## src/rtl/mdu_hilo.sv

```systemverilog
// Iterative multiply/divide unit holding HI/LO, with MFHI/MFLO write-back and pipeline stall.
// Optional MTHI/MTLO write path is enabled by defining MDU_MTHI_MTLO_EN.
//
// state | meaning
// IDLE  | waiting for start; MF/MT requests served
// SETUP | take operand magnitudes, record signs, clear accumulator/counter
// RUN   | one radix-2 shift-add / restoring shift-subtract step per cycle
// FIXUP | sign correction and special cases, write HI/LO
module mdu_hilo #(
  parameter int XLEN = 32
) (
  input  logic            clock,
  input  logic            reset,
  input  logic            start,
  input  logic [1:0]      op,
  input  logic [XLEN-1:0] src_a,
  input  logic [XLEN-1:0] src_b,
  input  logic            mf_req,
  input  logic            mf_sel,
  input  logic [4:0]      mf_dst,
`ifdef MDU_MTHI_MTLO_EN
  input  logic            mt_req,
  input  logic            mt_sel,
`endif
  output logic            busy,
  output logic            stall,
  output logic            done,
  output logic [XLEN-1:0] hi,
  output logic [XLEN-1:0] lo,
  output logic [XLEN-1:0] wb_data,
  output logic [4:0]      wb_reg,
  output logic            wb_we
);

  localparam int CW = $clog2(XLEN);

  typedef enum logic [1:0] {IDLE, SETUP, RUN, FIXUP} state_e;

  state_e          state_q;
  logic [1:0]      op_q;
  logic [XLEN-1:0] a_q, b_q, acc_q, wrk_q, dvs_q, hi_q, lo_q, wb_data_q;
  logic [CW-1:0]   cnt_q;
  logic            neg_a_q, neg_b_q, busy_q, done_q, wb_we_q;
  logic [4:0]      wb_reg_q;

  logic            is_div, is_signed;
  logic [XLEN:0]   mul_sum, div_trial, div_diff;
  logic [2*XLEN-1:0] prod, prod_fix;
  logic [XLEN-1:0] abs_a, abs_b, quot_fix, rem_fix, hi_d, lo_d;
  logic            mt_any;

  assign is_div    = op_q[1];
  assign is_signed = ~op_q[0];

`ifdef MDU_MTHI_MTLO_EN
  assign mt_any = mt_req;
`else
  assign mt_any = 1'b0;
`endif

  always_comb begin
    abs_a     = (is_signed && a_q[XLEN-1]) ? -a_q : a_q;
    abs_b     = (is_signed && b_q[XLEN-1]) ? -b_q : b_q;
    mul_sum   = {1'b0, acc_q} + (wrk_q[0] ? {1'b0, dvs_q} : '0);
    div_trial = {acc_q, wrk_q[XLEN-1]};
    div_diff  = div_trial - {1'b0, dvs_q};
    prod      = {acc_q, wrk_q};
    prod_fix  = (neg_a_q ^ neg_b_q) ? -prod : prod;
    quot_fix  = (neg_a_q ^ neg_b_q) ? -wrk_q : wrk_q;
    rem_fix   = neg_a_q ? -acc_q : acc_q;
    hi_d      = rem_fix;
    lo_d      = quot_fix;
    if (!is_div) begin
      {hi_d, lo_d} = prod_fix;
    end else if (b_q == '0) begin
      hi_d = a_q;
      lo_d = '1;
    end else if (is_signed && a_q == {1'b1, {(XLEN-1){1'b0}}} && b_q == '1) begin
      hi_d = '0;
      lo_d = {1'b1, {(XLEN-1){1'b0}}};
    end
  end

  always_ff @(posedge clock) begin
    if (!reset) begin
      state_q   <= IDLE;
      op_q      <= 2'b00;
      a_q       <= '0;
      b_q       <= '0;
      acc_q     <= '0;
      wrk_q     <= '0;
      dvs_q     <= '0;
      cnt_q     <= '0;
      neg_a_q   <= 1'b0;
      neg_b_q   <= 1'b0;
      hi_q      <= '0;
      lo_q      <= '0;
      busy_q    <= 1'b0;
      done_q    <= 1'b0;
      wb_data_q <= '0;
      wb_reg_q  <= 5'd0;
      wb_we_q   <= 1'b0;
    end else begin
      done_q  <= 1'b0;
      wb_we_q <= 1'b0;
      if (mf_req && !busy_q) begin
        wb_data_q <= mf_sel ? hi_q : lo_q;
        wb_reg_q  <= mf_dst;
        wb_we_q   <= (mf_dst != 5'd0);
      end
`ifdef MDU_MTHI_MTLO_EN
      // An accompanying start would overwrite HI/LO anyway, so the MT write is dropped.
      if (mt_req && !busy_q && !start) begin
        if (mt_sel) hi_q <= src_a;
        else        lo_q <= src_a;
      end
`endif
      case (state_q)
        IDLE: begin
          if (start) begin
            op_q    <= op;
            a_q     <= src_a;
            b_q     <= src_b;
            busy_q  <= 1'b1;
            state_q <= SETUP;
          end
        end
        SETUP: begin
          neg_a_q <= is_signed & a_q[XLEN-1];
          neg_b_q <= is_signed & b_q[XLEN-1];
          wrk_q   <= abs_a;
          dvs_q   <= abs_b;
          acc_q   <= '0;
          cnt_q   <= '0;
          state_q <= RUN;
        end
        RUN: begin
          if (!is_div) begin
            acc_q <= mul_sum[XLEN:1];
            wrk_q <= {mul_sum[0], wrk_q[XLEN-1:1]};
          end else if (!div_diff[XLEN]) begin
            acc_q <= div_diff[XLEN-1:0];
            wrk_q <= {wrk_q[XLEN-2:0], 1'b1};
          end else begin
            acc_q <= div_trial[XLEN-1:0];
            wrk_q <= {wrk_q[XLEN-2:0], 1'b0};
          end
          cnt_q <= cnt_q + CW'(1);
          if (cnt_q == CW'(XLEN-1)) state_q <= FIXUP;
        end
        FIXUP: begin
          hi_q    <= hi_d;
          lo_q    <= lo_d;
          done_q  <= 1'b1;
          busy_q  <= 1'b0;
          state_q <= IDLE;
        end
        default: state_q <= IDLE;
      endcase
    end
  end

  assign stall   = busy_q & (start | mf_req | mt_any);
  assign busy    = busy_q;
  assign done    = done_q;
  assign hi      = hi_q;
  assign lo      = lo_q;
  assign wb_data = wb_data_q;
  assign wb_reg  = wb_reg_q;
  assign wb_we   = wb_we_q;

endmodule
```

## config.mk

```make
export PLATFORM = sky130hd
export DESIGN_NAME = mdu_hilo
export DESIGN_NICKNAME = d
export VERILOG_FILES = /design/src/rtl/mdu_hilo.sv
export SDC_FILE = /design/constraint.sdc
export NUM_CORES = 1
export LEC_CHECK = 0
export ABC_CLOCK_PERIOD_IN_PS = 9400
export CAP_MARGIN = 20
export CORE_UTILIZATION = 53
export CTS_CLUSTER_DIAMETER = 200
export DETAILED_ROUTE_END_ITERATION = 12
export PLACE_DENSITY = 0.84
export REMOVE_ABC_BUFFERS = 1
export SYNTH_ARGS = -nofsm -noshare
export SYNTH_HDL_FRONTEND = slang
export SYNTH_SLANG_ARGS = --single-unit
```

## constraint.sdc

```tcl
create_clock -name clock -period 9.4 [get_ports clock]
set_clock_uncertainty 0.2 [all_clocks]
set_input_delay 1.88 -clock clock [delete_from_list [all_inputs] [get_ports clock]]
set_output_delay 1.88 -clock clock [all_outputs]
set_load 0.005 [all_outputs]
```

# Word-level counts from Yosys, hierarchy flattened
# Cells that the tools add are included.
# Widths: inputs -> output; s select.
[totals]
ff_bits = 275
inputBits = 76
output_inout_bits = 105
word_cells = 80
[op_classes]
n_addsub = 8
n_eq_ne = 8
muxes = 26
bitwise = 6
n_reduce_logical = 15
[ops]
columns = ["op", "count"]
rows = [
  ["$mux 32", 15],
  ["$neg 32->32", 4],
  ["$pmux 32 s2", 2],
  ["$eq 32x32->1 const B", 2],
  ["$mux 64", 1],
  ["$neg 64->64", 1],
  ["$add 32x32->33", 1],
  ["$sub 33x32->33", 1],
  ["$logic_not 32->1", 1],
  ["$pmux 5 s2", 1],
  ["$pmux 2 s4", 1],
  ["$reduce_and 2->1", 4],
  ["$add 5x1->5 const B", 1],
  ["$eq 5x5->1 const B", 1],
  ["$logic_and 1x1->1", 5],
  ["$reduce_bool 5->1", 1],
  ["$eq 2x2->1 const B", 2],
  ["$mux 2", 2],
  ["$ne 2x2->1 const B", 2],
  ["$reduce_bool 2->1", 2],
  ["$and 1x1->1", 3],
  ["$mux 1", 3],
  ["$eq 2x1->1 const B", 1],
  ["$logic_not 2->1", 1],
  ["other kinds (5)", 5],
]

# Longest topological paths before layout
# Gate-level depths: netlist of run 1.
[depth]
depth_word = 6
depth_mapped = 15
mapped_depth_nobuf = 13

# Worst setup path after synthesis of run 1
# No wires, ideal clock.
[synth_path]
path_type = "input-to-output"
from = "input mf_req"
to = "output stall"
t_arrival_ns = 2.052
required_time_ns = 7.320
setup_slack_ns = 5.268
cell_stages = 1
n_path_buf = 0
path_cell_list = "o21a_1"
[synth_between]
elab_chain_cells = 2
[synth_rtl]
columns = ["item", "line_no", "text"]
rows = [
  ["start, declared", "18", "input logic mf_req,"],
  ["$or 1x1->1", "163", "assign stall = busy_q & (start | mf_req | mt_any);"],
  ["$and 1x1->1", "163", ""],
  ["end, declared", "26", "output logic stall,"],
]
# No other way between the ends.

# Final worst setup path of run 1
[layout_path]
from = "input start"
to = "output stall"
[layout_between]
elab_chain_cells = 2
[layout_rtl]
columns = ["item", "line_no", "text"]
rows = [
  ["start, declared", "14", "input logic start,"],
  ["$or 1x1->1", "163", ""],
  ["$and 1x1->1", "163", ""],
]
# No other way between the ends.

==> reports/qor.txt, run 1 <==
Outcome: complete, but fails checks
Failing checks: DRC
Routed wire length: 59.9 mm
Post-CTS Setup Repair Bufs: 0
Critical Path Start Type: input pin
# DRC: 1
CP Max Fanout: 4
Mapped Cells: 2,454
Most frequent cells in the layout: nand2_1 (340), dfxtp_1 (274), nor2_1 (198), a21oi_1 (183), clkdlybuf4s50_1 (178)
Pre-CTS setup slack: 4.28 ns
Cell depth of the worst flop-to-flop path: 12
Placer Congestion: 0.973
Crit share post-route: 54.8%
Synth area leaders: dfxtp_1 (29%), nand2_1 (6.8%), ha_1 (5.0%)
Synth Flop Type: dfxtp_1
Critical path depth in cells: 3
Pin slew with the least headroom to its limit: 1.14 ns
Final setup TNS: 0 ns
Area grow syn2layout: 16.0%
Final hold violation count: 0
CP required: 7.32 ns
CTS Sinks: 275
Synth Warn #: 0
ANT cells: 0
Layout cells sized above 1: 5.61%
Most used cell, CP: clkdlybuf4s50_1
Kind of critical path: in2out
Initial antenna violation count: 0
Slowest stage delay, CP: 0.54 ns
PwrDens: 266 nW/µm²
Buffers on Ports: 180
Worst reg2reg endpoint: acc_q[31]
Hpwl dp: 43.1 mm
Die Y: 191 µm
Global-route wire length before repair: 95.4 mm
Vias/cell: 6.28
Netlist cell types: 77
Clk root buf: clkbuf_16
Maximum vdd ir drop: 0.173 mV
CTS H-tree lvls: 1
CTS tree: done
Area of the multi-input gates: 12,600 µm²
First-pass detailed-route iteration total: 11
Most common cell after layout, fill and taps aside: nand2_1
Peak Freq: 194 MHz
Max_cap viols: 0
GRT Residual Overflow: 0
Critical path, cell by cell: clkdlybuf4s50_1, o21a_1, clkdlybuf4s50_1
Starting DRC count in detailed routing: 1,612
Hold-fix buffers, CTS: 0
EDFF count, synth: 0
Largest net degree at the start of global routing: 106
Initial Util: 54.3%
Number of global-route vias before repair: 18,032
Core Area: 34,900 µm²
Via count: 18,738
Worst R2R Start: wrk_q[0]
Die area: 36,500 µm²
Avg WL per Cell: 20.1 µm
Post-synth top area share: 29.1%
Crit path DAT: 3.07 ns
Worst hold slack: 0.276 ns
Clock buffer depth: 3
PostCTS Resize Cnt: 0
Setup slack, reg-to-reg: 4.80 ns
Mapped Avg Cell Area: 7.72 µm²
Slew headroom: 24.1%
Layout Nets: 2,660
Num CTS Buffers: 31
Final WS setup: 4.25 ns
Async S/R FF share, synth: 0%
Routed Antenna Nets: 0
Die Wd: 191 µm
CTS clk-pin slew, worst paths: 0.06 ns
Sequential share of the synthesized area: 29.1%
Worst min path class: reg2reg
Worst setup EP type: output pin
Final setup viols: 0
Critical path buffer and inverter count: 2
Clk_lat worst skew: 0.59 ns
Fin crit period: 5.15 ns
Top Family by Delay on Critical Path: buffers and inverters
RSZ-0062 raised after global routing: no
Post-Syn Area: 18,900 µm²
Crit. Startpoint: start
Final Power: 5.86 mW
Floorplan row count: 68
Worst setup path end: stall
Fillers: 3,010
Synth area leader: dfxtp_1
P_leak: 9.13 nW
Yosys reg bits: 275
I/O pins: 181
Tot GR Track Use: 32.4%
Fin. max-slew vios: 0
Slowest stage cell, crit path: clkdlybuf4s50_1
Storage cell area: 5510 µm²
==> layout make-up <==
class	instances	area share (%)
inverters	72	1.23
repair buffers	203	8.97
multi-input cells	1924	57.1
well taps	455	2.59
clock buffers	39	3.94
flip-flops and latches	275	25.0
clock inverters	16	1.14
==> worst min path at each step <==
stage                     startpoint        end  slack, ns  cells past startpoint
after CTS                   dvs_q[3]   dvs_q[3]       0.28                      1
after global placement     wb_reg[4]  wb_reg[4]       0.25                      2
after detailed placement    dvs_q[3]   dvs_q[3]       0.27                      1
final                      dvs_q[11]  dvs_q[11]       0.28                      1
after floorplan            dvs_q[10]  dvs_q[10]       0.25                      1
after global routing        dvs_q[6]   dvs_q[6]       0.30                      1
==> metal layers <==
| layer | global-route usage, % | wire length (µm) |
|---|---|---|
| met4 | 13.2 | 2320 |
| met1 | 39.9 | 24900 |
| met5 | 0 | 0 |
| met2 | 56.9 | 28700 |
| met3 | 3.89 | 4010 |
==> power by group <==
part	total (mW)	switching (mW)	internal, mW
clock network	1.33	0.517	0.812
registers	1.69	0.290	1.40
logic	2.84	1.77	1.06
==> cell usage after synthesis, types with 9 or more instances <==
library cell	number
nor4_1	18
ha_1	75
clkbuf_1	166
nand4_1	21
xor2_1	73
or3_1	17
a21o_1	33
nand3_1	34
o211a_1	61
buf_1	12
o21a_1	9
a221oi_1	9
and2_1	16
a211oi_1	14
mux2i_1	81
o211ai_1	26
a21oi_1	183
inv_1	72
o31ai_1	28
o221a_2	31
nor2_1	199
a31oi_1	31
nor3_1	43
nand3b_1	11
nor2b_1	37
o221ai_1	11
o21ai_0	138
and3_1	17
or4_1	12
dfxtp_1	275
o41ai_1	12
nand2_1	341
a22oi_1	18
nand2b_1	36
a21boi_0	83
xnor2_1	102
a41oi_1	9
==> per-stage QoR <==
stage	area, µm²	util (%)	instances
6_report	22000	63.0	2984
3_3_place_gp	20900	59.8	2927
3_5_place_dp	20900	59.8	2928
2_1_floorplan	18200	-	2271
4_1_cts	22000	63.0	2983
5_1_grt	22000	63.0	2984
==> cell families (layout without fill, tap and decap cells) <==
logic type | count (synthesis) | count (layout) | share of synthesized area [%]
XOR/XNOR | 175 | 175 | 8.09
buffers and inverters | 255 | 330 | 5.12
multiplexers | 87 | 87 | 4.64
AO/OA/AOI/OAI | 755 | 755 | 27.5
AND/OR/NAND/NOR | 830 | 830 | 20.4
flip-flops | 275 | 275 | 29.1
adder cells (fa/ha/maj) | 77 | 77 | 5.16
Note: power is estimated with default switching activity, not from simulation.
==> run 2: changes to the inputs <==
--- a/config.mk
+++ b/config.mk
@@ -5,12 +5,12 @@
 export SDC_FILE = /design/constraint.sdc
 export NUM_CORES = 1
 export LEC_CHECK = 0
-export ABC_CLOCK_PERIOD_IN_PS = 9400
+export ABC_CLOCK_PERIOD_IN_PS = 4400
 export CAP_MARGIN = 20
 export CORE_UTILIZATION = 53
 export CTS_CLUSTER_DIAMETER = 200
 export DETAILED_ROUTE_END_ITERATION = 12
-export PLACE_DENSITY = 0.84
+export PLACE_DENSITY = 0.87
 export REMOVE_ABC_BUFFERS = 1
 export SYNTH_ARGS = -nofsm -noshare
 export SYNTH_HDL_FRONTEND = slang
==> constraint.sdc (replaced) <==
create_clock -name clock -period 4.4 [get_ports clock]
set_clock_uncertainty 0.2 [all_clocks]
set_input_delay 0.88 -clock clock [delete_from_list [all_inputs] [get_ports clock]]
set_output_delay 0.88 -clock clock [all_outputs]
set_load 0.005 [all_outputs]
==> run 2 against run 1 <==
Against the previous run:
- sequential share of layout area decreased by 0.26 points
- critical endpoint is now hi[4]
- power increased by 110%
- hold slack got worse by 0.0061 ns
- routed wire length increased by 2.2%
- die area unchanged
- the run now ends clean
==> reports/qor.txt, run 2 (synthesis gave the netlist of run 1 again) <==
Critical path buffer and inverter count: 0 (-2)
Hold path depth: 2 (+1)
Worst R2R Start: a_q[26]
Non-filler cells, final: 3,021 (+1.2%)
CP Max Fanout: 7 (+3)
Post-CTS Setup Repair Bufs: 0 (unchanged)
Slew headroom: 27.0% (+3.0 points)
RSZ-0062 raised after global routing: no
Largest net degree at the start of global routing: 101 (-4.7%)
Hpwl dp: 44.9 mm (+4.1%)
Tot GR Track Use: 33.1% (+0.72 points)
Routed wire length: 61.2 mm (+2.2%)
GRT Residual Overflow: 0 (unchanged)
Fillers: 3,025 (+0.50%)
Buffers on Ports: 180 (unchanged)
Routed Antenna Nets: 0 (unchanged)
Crit share post-route: 92.7%
Peak Freq: 245 MHz
P_leak: 9.32 nW (+2.1%)
Final setup TNS: 0 ns (unchanged)
Hold-fix buffers, CTS: 0 (unchanged)
Die Y: 191 µm (unchanged)
Crit. Startpoint: a_q[26]
CTS tree: done
Number of global-route vias before repair: 18,329 (+1.6%)
First-pass detailed-route iteration total: 6 (-5)
Maximum vdd ir drop: 0.384 mV (+120%)
Cell depth of the worst flop-to-flop path: 9 (-3)
Top Family by Delay on Critical Path: simple AND/OR/NAND/NOR gates
Placer Congestion: 1.00 (+2.8%)
Initial Util: 54.3% (unchanged)
Clock buffer depth: 3 (unchanged)
Pre-CTS setup slack: 0.387 ns (-3.89 ns)
Fin crit period: 4.08 ns
Clk_lat worst skew: 0.59 ns (about the same)
PwrDens: 563 nW/µm² (+110%)
HP Start: wb_reg[0]
Critical path, cell by cell: or4_1, nor2_1, nand4_1, nor4_1, or3_1, a21oi_1, a211o_1, o21ai_1, a31oi_1
Outcome: finished, final reports clean
Layout cells sized above 1: 6.94% (+1.3 points)
Final WS setup: 0.321 ns (-3.93 ns)
CTS Sinks: 275 (unchanged)
Inst Count DP: 2,966 (+1.3%)
I/O pins: 181 (unchanged)
Max_cap viols: 0 (unchanged)
Die Wd: 191 µm (unchanged)
CTS H-tree lvls: 1 (unchanged)
Slowest stage cell, crit path: nor4_1
Worst setup EP type: flip-flop
CTS clk-pin slew, worst paths: 0.06 ns (about the same)
Worst reg2reg endpoint: hi[4]
Critical Path Start Type: flip-flop
ANT cells: 0 (unchanged)
Floorplan row count: 68 (unchanged)
Via count: 19,170 (+2.3%)
Worst min path class: reg2reg
Layout Nets: 2,698 (+1.4%)
Crit path DAT: 4.32 ns (+1.25 ns)
CP required: 4.64 ns (-2.68 ns)
# DRC: 0 (-1)
Starting DRC count in detailed routing: 1,708 (+6.0%)
Core Area: 34,900 µm² (unchanged)
Slowest stage delay, CP: 0.83 ns (+0.29 ns)
Setup slack, reg-to-reg: 0.32 ns (-4.48 ns)
Area grow syn2layout: 17.3%
Most common cell after layout, fill and taps aside: nand2_1
Fin. max-slew vios: 0 (unchanged)
Avg WL per Cell: 20.3 µm (+0.91%)
PostCTS Resize Cnt: 0 (unchanged)
Vias/cell: 6.35 (+1.1%)
Worst-case hold path end point: wb_reg[0]
Die area: 36,500 µm² (unchanged)
Final setup viols: 0 (unchanged)
Global-route wire length before repair: 97.5 mm (+2.2%)
Kind of critical path: reg2reg
Most frequent cells in the layout: nand2_1 (340), dfxtp_1 (274), nor2_1 (199), a21oi_1 (183), clkdlybuf4s50_1 (178)
Worst hold slack: 0.270 ns (-0.00610 ns)
Initial antenna violation count: 0 (unchanged)
Num CTS Buffers: 30 (-3.2%)
Clk root buf: clkbuf_16
Final hold violation count: 0 (unchanged)
Pin slew with the least headroom to its limit: 1.09 ns (-0.0426 ns)
-- run 2: area by class of cell --
class | count | area, µm² | area share [%]
Clock inverter | 16 | 220 | 0.991
Clock buffer | 37 | 838 | 3.77
Tap cell | 455 | 569 | 2.56
Timing Repair Buffer | 242 | 2290 | 10.3
Sequential cell | 275 | 5510 | 24.8
Multi-Input combinational cell | 1924 | 12500 | 56.4
Inverter | 72 | 270 | 1.22
-- run 2: worst max path at each step --
stage                     cells after the start    end  slack (ns)
after global placement                        9  hi[4]        0.37
after global routing                         11  hi[4]        0.17
after floorplan                               5  hi[0]       -0.87
after CTS                                     9  hi[4]        0.38
final                                         9  hi[4]        0.32
after detailed placement                      9  hi[4]        0.39
-- run 2: worst reg2reg max path, delay by kind of cell, from the launching register on --
family          cells  cell delay (ns)
simple gates        5             2.50
compound gates      4             0.86
flops               1             0.39
-- run 2: report_power, final --
| group | switching, mW | total, mW | internal (mW) |
|---|---|---|---|
| logic | 3.81 | 6.18 | 2.37 |
| clock network | 1.09 | 2.73 | 1.64 |
| registers | 0.601 | 3.59 | 2.99 |
-- run 2: per-stage QoR --
step / util [%] / total power, mW / area [µm²]
floorplan: - / 7.48 / 18200
global placement: 60.6 / 9.47 / 21100
detailed placement: 60.6 / 9.64 / 21100
CTS: 63.6 / 12.4 / 22200
global route: 63.7 / 13.2 / 22200
finish: 63.7 / 12.5 / 22200
-- run 2: metal layers --
| layer | global-route usage (%) | wire length, µm | vias to the layer above |
|---|---|---|---|
| met5 | 0 | 0 | - |
| met4 | 12.8 | 2320 | 0 |
| met3 | 4.99 | 5000 | 183 |
| met2 | 56.9 | 28800 | 955 |
| met1 | 41.5 | 25100 | 9062 |
| li1 | - | - | 8970 |
